$ cat config.mk
export PLATFORM = sky130hd
export DESIGN_NAME = uart_program_loader
export DESIGN_NICKNAME = d
export VERILOG_FILES = /design/src/rtl/uart_loader_pkg.sv /design/src/rtl/uart_loader_timeout.sv /design/src/rtl/uart_program_loader.sv
export SDC_FILE = /design/constraint.sdc
export NUM_CORES = 1
export LEC_CHECK = 0
export BUFFER_PORTS_ARGS = -buffer_cell sky130_fd_sc_hd__buf_2
export CAP_MARGIN = 20
export CORE_ASPECT_RATIO = 0.7
export CORE_MARGIN = 2
export CORE_UTILIZATION = 61
export DETAILED_ROUTE_END_ITERATION = 12
export GPL_ROUTABILITY_DRIVEN = 0
export PLACE_DENSITY = 0.88
export SYNTH_ARGS = -nofsm -noshare
export SYNTH_HDL_FRONTEND = slang
export SYNTH_HIERARCHICAL = 1
export SYNTH_SLANG_ARGS = --single-unit
$ cat constraint.sdc
create_clock -name clk -period 7.4 [get_ports clk]
set_input_delay 0.37 -clock clk [delete_from_list [all_inputs] [get_ports clk]]
set_output_delay 0.37 -clock clk [all_outputs]
set_load 0.005 [all_outputs]
$ cat src/rtl/uart_loader_pkg.sv
// Shared types and constants for the UART program loader.
// No logic; no latency.
// No flow control; definitions only.
package uart_loader_pkg;

    // Frame parser states.
    typedef enum logic [2:0] {
        ST_IDLE   = 3'd0,
        ST_LEN_LO = 3'd1,
        ST_LEN_HI = 3'd2,
        ST_DATA   = 3'd3,
        ST_CHECK  = 3'd4,
        ST_DONE   = 3'd5,
        ST_ERROR  = 3'd6
    } state_t;

    // Default frame start marker.
    localparam logic [7:0] SYNC_BYTE_DEFAULT = 8'hA5;

    // Width of the LEN field carried in the frame header.
    localparam int LEN_WIDTH = 16;

endpackage

$ cat src/rtl/uart_loader_timeout.sv
// Inter-byte idle counter for the program loader.
// expired is combinational in the cycle the count would reach TIMEOUT_CYCLES.
// No flow control; clear has priority over expiry.
module uart_loader_timeout #(
    parameter int TIMEOUT_CYCLES = 100000
) (
    input  logic clk,
    input  logic reset,
    input  logic clear,
    input  logic enable,
    output logic expired
);

    localparam int CW = $clog2(TIMEOUT_CYCLES + 1);

    logic [CW-1:0] count;

    // The final idle cycle is flagged so the parser enters ERROR on the edge
    // where the count would reach TIMEOUT_CYCLES. A strobe in that same cycle
    // (clear) suppresses the expiry.
    assign expired = enable && !clear && (count == CW'(TIMEOUT_CYCLES - 1));

    // Count idle cycles while enabled; any strobe or leaving the frame restarts.
    always_ff @(posedge clk or posedge reset) begin
        if (reset) begin
            count <= '0;
        end else if (clear || !enable || expired) begin
            count <= '0;
        end else begin
            count <= count + CW'(1);
        end
    end

endmodule

$ cat src/rtl/uart_program_loader.sv
// Parses framed load commands from UART bytes and writes 32-bit words to instruction memory.
// mem_we, load_done and load_err appear one cycle after the triggering rx_done strobe.
// No back-pressure: every rx_done strobe is consumed, including back-to-back strobes.
module uart_program_loader
    import uart_loader_pkg::*;
#(
    parameter int         ADDR_WIDTH     = 10,
    parameter logic [7:0] SYNC_BYTE      = SYNC_BYTE_DEFAULT,
    parameter int         TIMEOUT_CYCLES = 100000,
    parameter logic       HOLD_ON_RESET  = 1'b0
) (
    input  logic                  clk,
    input  logic                  reset,
    input  logic [7:0]            rx_data,
    input  logic                  rx_done,
    output logic                  mem_we,
    output logic [ADDR_WIDTH-1:0] mem_addr,
    output logic [31:0]           mem_wdata,
    output logic                  cpu_hold,
    output logic                  load_done,
    output logic                  load_err
);

    // Largest legal word count is the full memory depth.
    localparam logic [LEN_WIDTH:0] MAX_WORDS = (LEN_WIDTH + 1)'(2 ** ADDR_WIDTH);

    state_t                 state;
    state_t                 next_state;
    logic [7:0]             len_lo;
    logic [LEN_WIDTH-1:0]   len_full;
    logic [LEN_WIDTH-1:0]   words_left;
    logic [1:0]             byte_cnt;
    logic [23:0]            word_lo;
    logic [7:0]             checksum;
    logic [ADDR_WIDTH-1:0]  addr_cnt;
    logic                   in_frame;
    logic                   expired;
    logic                   len_too_big;
    logic                   sync_hit;

    assign len_full    = {rx_data, len_lo};
    assign len_too_big = {1'b0, len_full} > MAX_WORDS;
    assign sync_hit    = (state == ST_IDLE) && rx_done && (rx_data == SYNC_BYTE);
    assign in_frame    = (state == ST_LEN_LO) || (state == ST_LEN_HI) ||
                         (state == ST_DATA)   || (state == ST_CHECK);

    uart_loader_timeout #(
        .TIMEOUT_CYCLES(TIMEOUT_CYCLES)
    ) u_timeout (
        .clk    (clk),
        .reset  (reset),
        .clear  (rx_done),
        .enable (in_frame),
        .expired(expired)
    );

    // Parser state register.
    always_ff @(posedge clk or posedge reset) begin
        if (reset) begin
            state <= ST_IDLE;
        end else begin
            state <= next_state;
        end
    end

    // Next-state decode: a strobe always takes precedence over timeout expiry.
    always_comb begin
        next_state = state;
        case (state)
            ST_IDLE: begin
                if (sync_hit) next_state = ST_LEN_LO;
            end
            ST_LEN_LO: begin
                if (rx_done)      next_state = ST_LEN_HI;
                else if (expired) next_state = ST_ERROR;
            end
            ST_LEN_HI: begin
                if (rx_done) begin
                    if (len_too_big)          next_state = ST_ERROR;
                    else if (len_full == '0)  next_state = ST_CHECK;
                    else                      next_state = ST_DATA;
                end else if (expired) begin
                    next_state = ST_ERROR;
                end
            end
            ST_DATA: begin
                if (rx_done) begin
                    if (byte_cnt == 2'd3 && words_left == LEN_WIDTH'(1)) next_state = ST_CHECK;
                end else if (expired) begin
                    next_state = ST_ERROR;
                end
            end
            ST_CHECK: begin
                if (rx_done)      next_state = (rx_data == checksum) ? ST_DONE : ST_ERROR;
                else if (expired) next_state = ST_ERROR;
            end
            ST_DONE:  next_state = ST_IDLE;
            ST_ERROR: next_state = ST_IDLE;
            default:  next_state = ST_IDLE;
        endcase
    end

    // Datapath: header capture, word assembly, memory write and status flags.
    always_ff @(posedge clk or posedge reset) begin
        if (reset) begin
            mem_we     <= 1'b0;
            mem_addr   <= '0;
            mem_wdata  <= '0;
            cpu_hold   <= HOLD_ON_RESET;
            load_done  <= 1'b0;
            load_err   <= 1'b0;
            len_lo     <= '0;
            words_left <= '0;
            byte_cnt   <= '0;
            word_lo    <= '0;
            checksum   <= '0;
            addr_cnt   <= '0;
        end else begin
            mem_we    <= 1'b0;
            load_done <= 1'b0;

            if (sync_hit) begin
                load_err <= 1'b0;
                checksum <= '0;
                cpu_hold <= 1'b1;
                addr_cnt <= '0;
                byte_cnt <= '0;
            end

            if (state == ST_LEN_LO && rx_done) len_lo <= rx_data;
            if (state == ST_LEN_HI && rx_done) words_left <= len_full;

            if (state == ST_DATA && rx_done) begin
                checksum <= checksum ^ rx_data;
                byte_cnt <= byte_cnt + 2'd1;
                case (byte_cnt)
                    2'd0: word_lo[7:0]   <= rx_data;
                    2'd1: word_lo[15:8]  <= rx_data;
                    2'd2: word_lo[23:16] <= rx_data;
                    default: begin
                        mem_wdata  <= {rx_data, word_lo};
                        mem_addr   <= addr_cnt;
                        mem_we     <= 1'b1;
                        addr_cnt   <= addr_cnt + ADDR_WIDTH'(1);
                        words_left <= words_left - LEN_WIDTH'(1);
                    end
                endcase
            end

            if (state == ST_CHECK && next_state == ST_DONE) begin
                load_done <= 1'b1;
                cpu_hold  <= 1'b0;
            end

            // cpu_hold deliberately stays high after an error.
            if (next_state == ST_ERROR) load_err <= 1'b1;
        end
    end

endmodule

==> summary.txt, run 1 <==
Power
  – Total Power: 2.05 mW
  – Leakage power: 3.54 nW
  – PwrDens: 288 nW/um^2
  – Worst VDD drop: 188 uV

Logic synthesis
  – Area contributors post-synth: sky130_fd_sc_hd__dfrtp_1 54%, sky130_fd_sc_hd__nand2_1 10%, sky130_fd_sc_hd__mux2_2 5.9%
  – Share of synthesized flip-flops with an asynchronous set or reset: 100%
  – Post-Syn Nets: 647
  – Most used flip-flop cell after synthesis: sky130_fd_sc_hd__dfrtp_1
  – Portion of synthesized cell area occupied by the leading cell type: 54.5%
  – Count of different cell masters after synthesis: 55
  – Portion of the post-synthesis area used by sequential elements: 54.5%
  – Mapped Area: 6160 um^2
  – Count of flip-flops with a built-in enable after synthesis: 0
  – Flip-flop and latch count after synthesis: 134
  – Average size of a mapped cell: 9.80 um^2
  – Cell count after synthesis: 628
  – Cell type with the largest total area after synthesis: sky130_fd_sc_hd__dfrtp_1
  – Total of warnings raised by yosys: 6

Timing
  – Max Clk Rate: 303 MHz
  – RSZ-0062 raised after global routing: false
  – Final Critical Period: 3.30 ns
  – Relative max-transition margin: 40.8%
  – Worst Tran Pin Value: 0.888 ns
  – Final hold violations: 0
  – Total count of max-transition violations in the final report: 0
  – Final Hold Slack: 0.0209 ns
  – Setup-violating endpoint count in the final report: 0
  – Final worst clock skew: 0.00549 ns
  – TNS Setup: 0 ns
  – Final clock period utilization by the worst path: 44.6%

Final layout
  – Share of post-route cells with drive strength above 1: 20.3%
  – Share of the core filled with cells in the final layout: 72.8%
  – N_diodes: 0
  – Finished Cell Area: 7100 um^2
  – Number of inserted filler cells in the final layout: 658
  – Post-layout net count: 694
  – Relative area change from synthesis to final layout: 15.4%

Drt
  – Number of design-rule violations left by the first detailed-router iteration: 544
  – Mean routed wirelength per cell: 17.4 um
  – # DRC: 0
  – Final ANT Viol Nets: 0
  – Detailed-route wire length: 14200 um
  – Number of vias in the routed layout: 4915
  – Vias per Instance: 6.02
  – Total iterations of the first detailed-routing run: 5

Clock network
  – Root Buffer: sky130_fd_sc_hd__clkbuf_16
  – # Post-CTS Setup Buffers: 0
  – Clock insertion delay at the later pin of the skew report: 0.41 ns
  – Sinks on Clock Net: 134
  – TritonCTS clock tree: yes
  – Number of buffers created by CTS: 17
  – Worst-case clock buffer depth: 2
  – Post-cts resize count: 0
  – Clock transition at path regs: 0.05 ns
  – H-Tree Depth: 4
  – Post-CTS Hold Buffers: 0

Place
  – Hpwl dp: 9070 um
  – Post-DP Area: 6480 um^2
  – Count of port buffers added during placement: 56

Worst setup path
  – Endpoint class of the critical path: flop
  – Setup crit start kind: flop
  – Capture instance of the worst register-to-register path: addr_cnt[5]
  – Max Fanout on Critical Path: 58
  – Critical path data arrival time: 3.60 ns
  – Register-to-register path setup slack: 4.10 ns
  – Startpoint of the worst setup timing path: state[2]
  – Data required time of the worst path: 7.70 ns
  – Length in cells of the worst reg-to-reg path: 9
  – Launching point of the worst reg2reg path: state[2]
  – Crit Path Category: flop to flop

GRT
  – Pin count of the biggest net entering global routing: 73
  – Number of antenna violations at the first check in global routing: 0
  – Vias in the first global route: 4837
  – Aggregate global-route resource usage: 28.3%
  – Wire length of the first global-routing pass: 23400 um
  – Total gr overflow: 0

Die
  – Die Width: 124 um
  – Top-level I/O count: 57
  – Effective utilization at floorplan: 63.1%
  – Full die area: 10900 um^2
  – Overall die height: 88.1 um
  – Number of cell rows: 30
  – Core footprint: 9760 um^2

Outcome
  – Outcome: completed

Job
  – Number of violations of the max-capacitance limit: 0

Min path
  – Worst hold path class: primary input to asynchronous set/reset pin
==> worst max-delay path: stages, from the launching register on <==
cell and delay (ns):
sky130_fd_sc_hd__dfrtp_1 0.48, sky130_fd_sc_hd__and4b_1 0.70, sky130_fd_sc_hd__nand2_2 0.08, sky130_fd_sc_hd__buf_4 0.33
sky130_fd_sc_hd__inv_2 0.48, sky130_fd_sc_hd__buf_4 0.43, sky130_fd_sc_hd__and4_1 0.34, sky130_fd_sc_hd__nand3_1 0.12
sky130_fd_sc_hd__xor2_1 0.14, sky130_fd_sc_hd__nor2_1 0.05
==> worst max-delay path by stage <==
stage / slack, ns / cells after the start / to
2_1_floorplan: 3.93 / 1 / addr_cnt[0]
3_3_place_gp: 4.27 / 10 / addr_cnt[5]
3_5_place_dp: 4.12 / 10 / addr_cnt[5]
4_1_cts: 4.16 / 9 / addr_cnt[5]
5_1_grt: 3.90 / 9 / addr_cnt[9]
6_report: 4.10 / 9 / addr_cnt[5]
==> per-layer routing <==
layer,wire length [um],part of all wire (%),global-route usage [%]
met3,1160,8.2,8.14
met1,6020,42,37.8
met5,0,0,0
met2,6680,47,44.3
met4,305,2.2,11.2
==> metrics by stage <==
stage               setup slack [ns]  cells
finish                          4.10    816
detailed placement              4.12    784
floorplan                       3.93    628
CTS                             4.16    816
global placement                4.27    784
global route                    3.90    816
==> Yosys cell counts, drive strengths merged (2+ instances only) <==
cell type,number
a211oi,2
a21oi,16
a311oi,4
and3,4
buf,18
clkbuf,14
dfrtp,134
ha,8
inv,14
mux2,32
nand2,166
nand2b,4
nand3,22
nand3b,5
nand4,11
nor2,53
nor3,6
nor3b,5
nor4,11
o211ai,3
o21a,2
o21ai,32
o22ai,6
o31ai,3
or2,2
or3,7
or4,3
or4b,2
xnor2,17
xor2,10
==> layout make-up <==
cell class / count / area [um^2] / share of cell area [%]
repair buffers: 60 / 310 / 4.37
clock buffers: 23 / 478 / 6.73
flip-flops and latches: 134 / 3350 / 47.2
well taps: 128 / 160 / 2.25
clock inverters: 9 / 148 / 2.08
inverters: 14 / 55.1 / 0.775
multi-input cells: 448 / 2600 / 36.6
==> power breakdown <==
| part | switching [mW] | internal, mW | leakage [nW] |
|---|---|---|---|
| clock network | 0.297 | 0.588 | 0.307 |
| registers | 0.0910 | 0.800 | 1.82 |
| logic | 0.165 | 0.105 | 1.42 |
==> sequential cells by signal, indices dropped and copies added, names as in the netlist <==
register         count
mem_wdata           32
word_lo             24
u_timeout/count     17
words_left          16
addr_cnt            10
mem_addr            10
checksum             8
len_lo               8
state                3
byte_cnt             2
cpu_hold             1
load_done            1
load_err             1
mem_we               1
==> cell usage in the layout (no fill, tap or decap), types with 2 or more instances in the layout <==
cell type,n
sky130_fd_sc_hd__a211oi_1,2
sky130_fd_sc_hd__a21oi_1,16
sky130_fd_sc_hd__a311oi_1,4
sky130_fd_sc_hd__and3_1,4
sky130_fd_sc_hd__buf_2,56
sky130_fd_sc_hd__buf_4,4
sky130_fd_sc_hd__bufinv_16,4
sky130_fd_sc_hd__clkbuf_1,3
sky130_fd_sc_hd__clkbuf_16,17
sky130_fd_sc_hd__clkbuf_8,3
sky130_fd_sc_hd__clkinv_2,4
sky130_fd_sc_hd__dfrtp_1,134
sky130_fd_sc_hd__ha_1,8
sky130_fd_sc_hd__inv_1,12
sky130_fd_sc_hd__mux2_2,32
sky130_fd_sc_hd__nand2_1,165
sky130_fd_sc_hd__nand2b_1,3
sky130_fd_sc_hd__nand3_1,22
sky130_fd_sc_hd__nand3b_1,3
sky130_fd_sc_hd__nand3b_4,2
sky130_fd_sc_hd__nand4_1,11
sky130_fd_sc_hd__nor2_1,52
sky130_fd_sc_hd__nor3_1,5
sky130_fd_sc_hd__nor3b_1,4
sky130_fd_sc_hd__nor4_1,9
sky130_fd_sc_hd__o211ai_1,3
sky130_fd_sc_hd__o21a_1,2
sky130_fd_sc_hd__o21ai_0,31
sky130_fd_sc_hd__o22ai_1,6
sky130_fd_sc_hd__o31ai_1,2
sky130_fd_sc_hd__or2_2,2
sky130_fd_sc_hd__or3_1,5
sky130_fd_sc_hd__or3_4,2
sky130_fd_sc_hd__or4_1,2
sky130_fd_sc_hd__or4b_1,2
sky130_fd_sc_hd__xnor2_1,17
sky130_fd_sc_hd__xor2_1,10
==> cell families (layout without fill, tap and decap cells) <==
| family | Yosys count | count (layout) | share of synthesized area (%) |
|---|---|---|---|
| and+or+nand+nor | 306 | 306 | 23.5 |
| xor gates and xnor gates | 27 | 27 | 3.84 |
| buffers and inverters | 46 | 106 | 3.37 |
| DFF | 134 | 134 | 54.5 |
| adders and majority gates | 8 | 8 | 1.63 |
| AOI/OAI and AO/OA | 74 | 74 | 7.21 |
| muxes | 33 | 33 | 6.02 |
(Power assumes the default switching activity.)
==> run 2, diff against run 1 <==
--- a/config.mk
+++ b/config.mk
@@ -9,10 +9,10 @@
 export CAP_MARGIN = 20
 export CORE_ASPECT_RATIO = 0.7
 export CORE_MARGIN = 2
-export CORE_UTILIZATION = 61
+export CORE_UTILIZATION = 59
 export DETAILED_ROUTE_END_ITERATION = 12
 export GPL_ROUTABILITY_DRIVEN = 0
-export PLACE_DENSITY = 0.88
+export PLACE_DENSITY = 0.85
 export SYNTH_ARGS = -nofsm -noshare
 export SYNTH_HDL_FRONTEND = slang
 export SYNTH_HIERARCHICAL = 1
==> constraint.sdc (replaced) <==
create_clock -name clk -period 3.1 [get_ports clk]
set_input_delay 0.155 -clock clk [delete_from_list [all_inputs] [get_ports clk]]
set_output_delay 0.155 -clock clk [all_outputs]
set_load 0.005 [all_outputs]
==> run 2 against run 1 <==
Via count is 0.67% lower. Design area hardly changed. Sequential share of layout area barely moved. Critical endpoint is now load_err.
==> summary.txt, run 2 (synthesis results as in run 1) <==
Outcome
  – Outcome: completed

Final layout
  – Fin cells: 826
  – Register with the most flip-flops: mem_wdata
  – Relative area change from synthesis to final layout: 15.4%
  – N_diodes: 0
  – Share of post-route cells with drive strength above 1: 21.0%
  – Post-layout net count: 700
  – Finished Cell Area: 7110 um^2
  – Largest register FFs: 32
  – Leading cell type in the layout, fill and taps excluded: sky130_fd_sc_hd__nand2_1
  – Area occupied by multi-input gates: 2600 um^2
  – Register area: 3350 um^2
  – Most used cells in the layout excluding fill and tap cells: 165 x sky130_fd_sc_hd__nand2_1, 134 x sky130_fd_sc_hd__dfrtp_1, 56 x sky130_fd_sc_hd__buf_2
  – Number of inserted filler cells in the final layout: 737
  – Top flop regs: mem_wdata (32), word_lo (24), u_timeout/count (17)

Die
  – Top-level I/O count: 57
  – Die Width: 126 um
  – Overall die height: 89.5 um
  – Effective utilization at floorplan: 60.1%
  – Full die area: 11300 um^2
  – Number of cell rows: 31
  – Core footprint: 10200 um^2

GRT
  – Wire length of the first global-routing pass: 22500 um
  – Vias in the first global route: 4554
  – Pin count of the biggest net entering global routing: 75
  – Total gr overflow: 0
  – Aggregate global-route resource usage: 25.6%
  – Number of antenna violations at the first check in global routing: 1

Drt
  – Total iterations of the first detailed-routing run: 6
  – Vias per Instance: 5.91
  – Met3 Routed Length: 1060 um
  – WL met2: 6580 um
  – Final ANT Viol Nets: 0
  – Number of vias in the routed layout: 4882
  – Met1 Routed Length: 5950 um
  – Mean routed wirelength per cell: 16.7 um
  – Max Used Layer: met5
  – Number of design-rule violations left by the first detailed-router iteration: 460
  – Detailed-route wire length: 13800 um
  – # DRC: 0

Timing
  – Final hold violations: 0
  – Final worst clock skew: 0.00640 ns
  – Worst Tran Pin Value: 0.638 ns
  – Final Critical Period: 2.63 ns
  – Max Clk Rate: 380 MHz
  – Total count of max-transition violations in the final report: 0
  – Final clock period utilization by the worst path: 84.9%
  – TNS Setup: 0 ns
  – RSZ-0062 raised after global routing: false
  – Relative max-transition margin: 57.3%
  – Final Hold Slack: 0.104 ns
  – Setup-violating endpoint count in the final report: 0

Clock network
  – Clock transition at path regs: 0.06 ns
  – Number of buffers created by CTS: 17
  – Sinks on Clock Net: 134
  – Root Buffer: sky130_fd_sc_hd__clkbuf_16
  – # Post-CTS Setup Buffers: 0
  – H-Tree Depth: 4
  – Post-cts resize count: 0
  – TritonCTS clock tree: yes
  – Worst-case clock buffer depth: 2
  – Post-CTS Hold Buffers: 1
  – Clock insertion delay at the later pin of the skew report: 0.42 ns

Worst setup path
  – Crit Path Category: flop to flop
  – Critical path data arrival time: 2.99 ns
  – Startpoint of the worst setup timing path: u_timeout/count[8]
  – End point of the critical path: load_err
  – Max Fanout on Critical Path: 5
  – Length in cells of the worst reg-to-reg path: 8
  – Setup crit start kind: flop
  – Data required time of the worst path: 3.46 ns
  – Register-to-register path setup slack: 0.47 ns
  – Launching point of the worst reg2reg path: u_timeout/count[8]
  – Endpoint class of the critical path: flop
  – Capture instance of the worst register-to-register path: load_err

Place
  – Hpwl dp: 9090 um
  – Count of port buffers added during placement: 56
  – Total placed cells including tap cells: 792
  – Post-DP Area: 6530 um^2

Min path
  – Worst hold path class: primary input to flop

Power
  – Leakage power: 3.53 nW
  – Worst VDD drop: 433 uV
  – PwrDens: 653 nW/um^2

Job
  – Number of violations of the max-capacitance limit: 0
==> run 2: through the flow <==
stage | power, mW | util (%) | worst slack, ns
3_5_place_dp | 2.77 | 63.7 | 0.544
3_3_place_gp | 2.71 | 63.7 | 0.606
4_1_cts | 4.64 | 69.2 | 0.524
5_1_grt | 4.85 | 69.4 | 0.346
2_1_floorplan | 2.61 | - | 0.727
6_report | 4.64 | 69.4 | 0.469
==> run 2: layout make-up <==
| type | instances | share of cell area, % |
|---|---|---|
| well taps | 132 | 2.32 |
| repair buffers | 66 | 5.39 |
| multi-input cells | 448 | 36.6 |
| clock buffers | 20 | 6.28 |
| flip-flops and latches | 134 | 47.2 |
| clock inverters | 12 | 1.48 |
| inverters | 14 | 0.792 |
==> run 2: worst max-delay path, cell delays in order (launching register included) <==
cell                       delay [ns]
sky130_fd_sc_hd__dfrtp_1         0.43
sky130_fd_sc_hd__or4b_1          0.52
sky130_fd_sc_hd__or4_4           0.57
sky130_fd_sc_hd__nor3b_1         0.35
sky130_fd_sc_hd__nor3_1          0.11
sky130_fd_sc_hd__nor3b_1         0.19
sky130_fd_sc_hd__o21ai_0         0.12
sky130_fd_sc_hd__o211ai_1        0.12
sky130_fd_sc_hd__a22o_1          0.15
==> run 2: power by group <==
| group | total, mW | internal, mW | switching (mW) |
|---|---|---|---|
| registers | 2.12 | 1.91 | 0.214 |
| clock network | 1.88 | 1.12 | 0.759 |
| logic | 0.637 | 0.258 | 0.378 |
| total | 4.64 | 3.29 | 1.35 |
==> run 2: how the worst min path moves through the flow <==
stage / startpoint / endpoint / slack [ns] / cells past startpoint
after floorplan: reset / u_timeout/count[0] / 0.08 / 1
final: rx_data[0] / mem_wdata[24] / 0.10 / 3
after global placement: reset / u_timeout/count[15] / 0.29 / 2
after global routing: rx_data[0] / mem_wdata[24] / 0.12 / 3
after detailed placement: reset / u_timeout/count[10] / 0.29 / 2
after CTS: rx_data[0] / mem_wdata[24] / 0.09 / 3
==> run 2: routing by layer <==
layer | vias up | global-route usage (%)
li1 | 2243 | -
met1 | 2398 | 33.8
met2 | 215 | 40.8
met3 | 24 | 7.96
met4 | 2 | 9.69
met5 | - | 0
==> run 3, diff against run 2 <==
==> constraint.sdc (replaced) <==
create_clock -name clk -period 2.5 [get_ports clk]
set_input_delay 0.125 -clock clk [delete_from_list [all_inputs] [get_ports clk]]
set_output_delay 0.125 -clock clk [all_outputs]
set_load 0.005 [all_outputs]
==> run 3 against run 2 <==
Maximum frequency increased by 5.7%. Register-to-register slack got worse by 0.46 ns. Non-clock buffer count increased by 12. Sequential power increased by 25%. Setup slack got worse by 0.46 ns. Flip-flop and latch count unchanged. Critical path depth increased by 1. Combinational power increased by 30%. Core utilization increased by 1.3 points.
==> summary.txt, run 3 (synthesis results as in run 1) <==
Drt
  – Mean routed wirelength per cell: 17.3 um
  – # DRC: 0
  – Total iterations of the first detailed-routing run: 5
  – Number of design-rule violations left by the first detailed-router iteration: 631
  – Final ANT Viol Nets: 0
  – Number of vias in the routed layout: 4976
  – Detailed-route wire length: 14500 um
  – Vias per Instance: 5.94

Timing
  – Final worst clock skew: 0.00507 ns
  – Final Hold Slack: 0.0724 ns
  – RSZ-0062 raised after global routing: true
  – Smallest setup slack after layout: 0.0118 ns
  – Total count of max-transition violations in the final report: 0
  – Final Critical Period: 2.49 ns
  – Relative max-transition margin: 52.0%
  – Max Clk Rate: 402 MHz
  – Final hold violations: 0
  – Setup-violating endpoint count in the final report: 0
  – TNS Setup: 0 ns
  – Worst Tran Pin Value: 0.718 ns
  – Final clock period utilization by the worst path: 99.5%

Clock network
  – Clock transition at path regs: 0.05 ns
  – Sinks on Clock Net: 134
  – Clock insertion delay at the later pin of the skew report: 0.42 ns
  – TritonCTS clock tree: yes
  – Worst-case clock buffer depth: 2
  – H-Tree Depth: 4
  – Number of buffers created by CTS: 17
  – Root Buffer: sky130_fd_sc_hd__clkbuf_16

Power
  – Internal power component: 4.31 mW
  – PwrDens: 825 nW/um^2
  – Share of total power consumed by net switching: 27.9%
  – Part of the power in registers: 44.2%
  – Sw power: 1.67 mW
  – Combinational cell fraction of total power: 13.9%
  – Proportion of power drawn by the clock network: 41.9%
  – Worst VDD drop: 533 uV
  – Leakage power: 3.62 nW

GRT
  – Top Usage Layer GRT: met2
  – Pin count of the biggest net entering global routing: 48
  – Number of antenna violations at the first check in global routing: 0
  – Aggregate global-route resource usage: 27.2%
  – Total gr overflow: 0
  – Wire length of the first global-routing pass: 23700 um
  – GR Util met3: 9.34%
  – Vias in the first global route: 4858
  – GRT met2 Usage: 43.3%
  – Met1 usage in global routing: 35.8%

Final layout
  – Post-layout net count: 712
  – Top flop regs: mem_wdata (32), word_lo (24), u_timeout/count (17)
  – Largest register FFs: 32
  – Relative area change from synthesis to final layout: 17.7%
  – Share of post-route cells with drive strength above 1: 22.5%
  – Most used cells in the layout excluding fill and tap cells: 165 x sky130_fd_sc_hd__nand2_1, 134 x sky130_fd_sc_hd__dfrtp_1, 56 x sky130_fd_sc_hd__buf_2
  – Leading cell type in the layout, fill and taps excluded: sky130_fd_sc_hd__nand2_1
  – Fin cells: 838
  – Register with the most flip-flops: mem_wdata
  – N_diodes: 0

Job
  – Number of violations of the max-capacitance limit: 0

Die
  – Effective utilization at floorplan: 60.1%
  – Full die area: 11300 um^2
  – Overall die height: 89.5 um
  – Die Width: 126 um
  – Core footprint: 10200 um^2
  – Number of cell rows: 31
  – Top-level I/O count: 57

Worst setup path
  – Data required time of the worst path: 2.85 ns
  – Cell type of the slowest stage on the worst timing path: sky130_fd_sc_hd__or4_4
  – Ordered list of cells on the worst path: or4b_1 -> or4_4 -> nor3b_4 -> buf_4 -> nor2_2 -> nor2_1 -> o211ai_1 -> o211ai_1 -> a22o_1
  – CP delay by family, top: simple AND/OR/NAND/NOR gates
  – Crit Path Category: flop to flop
  – Critical path data arrival time: 2.84 ns
  – Critical Path Most Common Cell: sky130_fd_sc_hd__o211ai_1
  – Max Fanout on Critical Path: 4
  – Buf/Inv on CP: 1
  – Endpoint class of the critical path: flop
  – Setup crit start kind: flop
  – Longest individual stage delay on the worst path: 0.56 ns

Place
  – Hpwl dp: 9290 um
  – Worst slack at placement: -0.0682 ns
  – Total placed cells including tap cells: 798
  – Count of port buffers added during placement: 56

Outcome
  – Outcome: completed

Min path
  – Worst hold path class: primary input to flop
[run 3: changes by cell type in the layout (fill, tap and decap cells not counted), sizes merged]
cell	previous run	this run
bufinv	1	2
clkbuf	20	25
clkinvlp	6	4
inv	14	13
clkinv	5	2
buf	65	77
[run 3: worst min-delay path: cells and delay by family]
kind	cells	cell delay, ns
buffers and inverters	1	0.19
and+or+nand+nor	2	0.13
[run 3: cell type report]
cell class / instances / area, um^2
Timing Repair Buffer: 78 / 460
Sequential cell: 134 / 3350
Fill cell: 730 / 2990
Multi-Input combinational cell: 448 / 2610
Tap cell: 132 / 165
Clock buffer: 25 / 505
Inverter: 14 / 56.3
Clock inverter: 7 / 92.6
[run 3: timing repair]
action	4_1_cts	5_1_grt
buffers inserted	0	7
endpoints found under the setup margin	1	2
gates resized for setup	1	3
hold buffers	1	0
pin swaps	0	5
endpoints found under the hold margin	45	0
[run 3: metal layers]
metal	part of all wire (%)	vias to the layer above	routed length (um)
met5	0	-	0
met1	43	2472	6270
met4	1.9	0	269
met2	47	199	6810
li1	-	2271	-
met3	7.9	34	1150
[run 3: worst paths after layout]
path / slack, ns / depth (start not counted) / from / to
min in group asynchronous: 0.37 / 3 / reset / u_timeout/count[9]
worst max register to register: 0.01 / 9 / u_timeout/count[14] / load_err
worst max-delay path: 0.01 / 9 / u_timeout/count[14] / load_err
max in group asynchronous: 1.41 / 4 / reset / mem_addr[1]
worst min register to register: 0.46 / 2 / word_lo[6] / mem_wdata[6]
worst min-delay path: 0.07 / 3 / rx_data[7] / mem_wdata[31]
[run 3: power groups by stage]
stage / clock, mW / sequential, mW / combinational (mW)
after CTS: 2.52 / 2.63 / 0.801
after global placement: 0 / 2.64 / 0.736
after detailed placement: 0 / 2.65 / 0.780
final: 2.50 / 2.64 / 0.831
after floorplan: 0 / 2.57 / 0.664
after global routing: 2.62 / 2.66 / 0.920
[run 3: through the flow]
stage               area (um^2)  total power [mW]  utilization, %
finish                     7250              5.97            70.8
global route               7250              6.20            70.8
CTS                        7180              5.95            70.2
detailed placement         6570              3.43            64.2
global placement           6570              3.37            64.2
floorplan                  6160              3.23               -
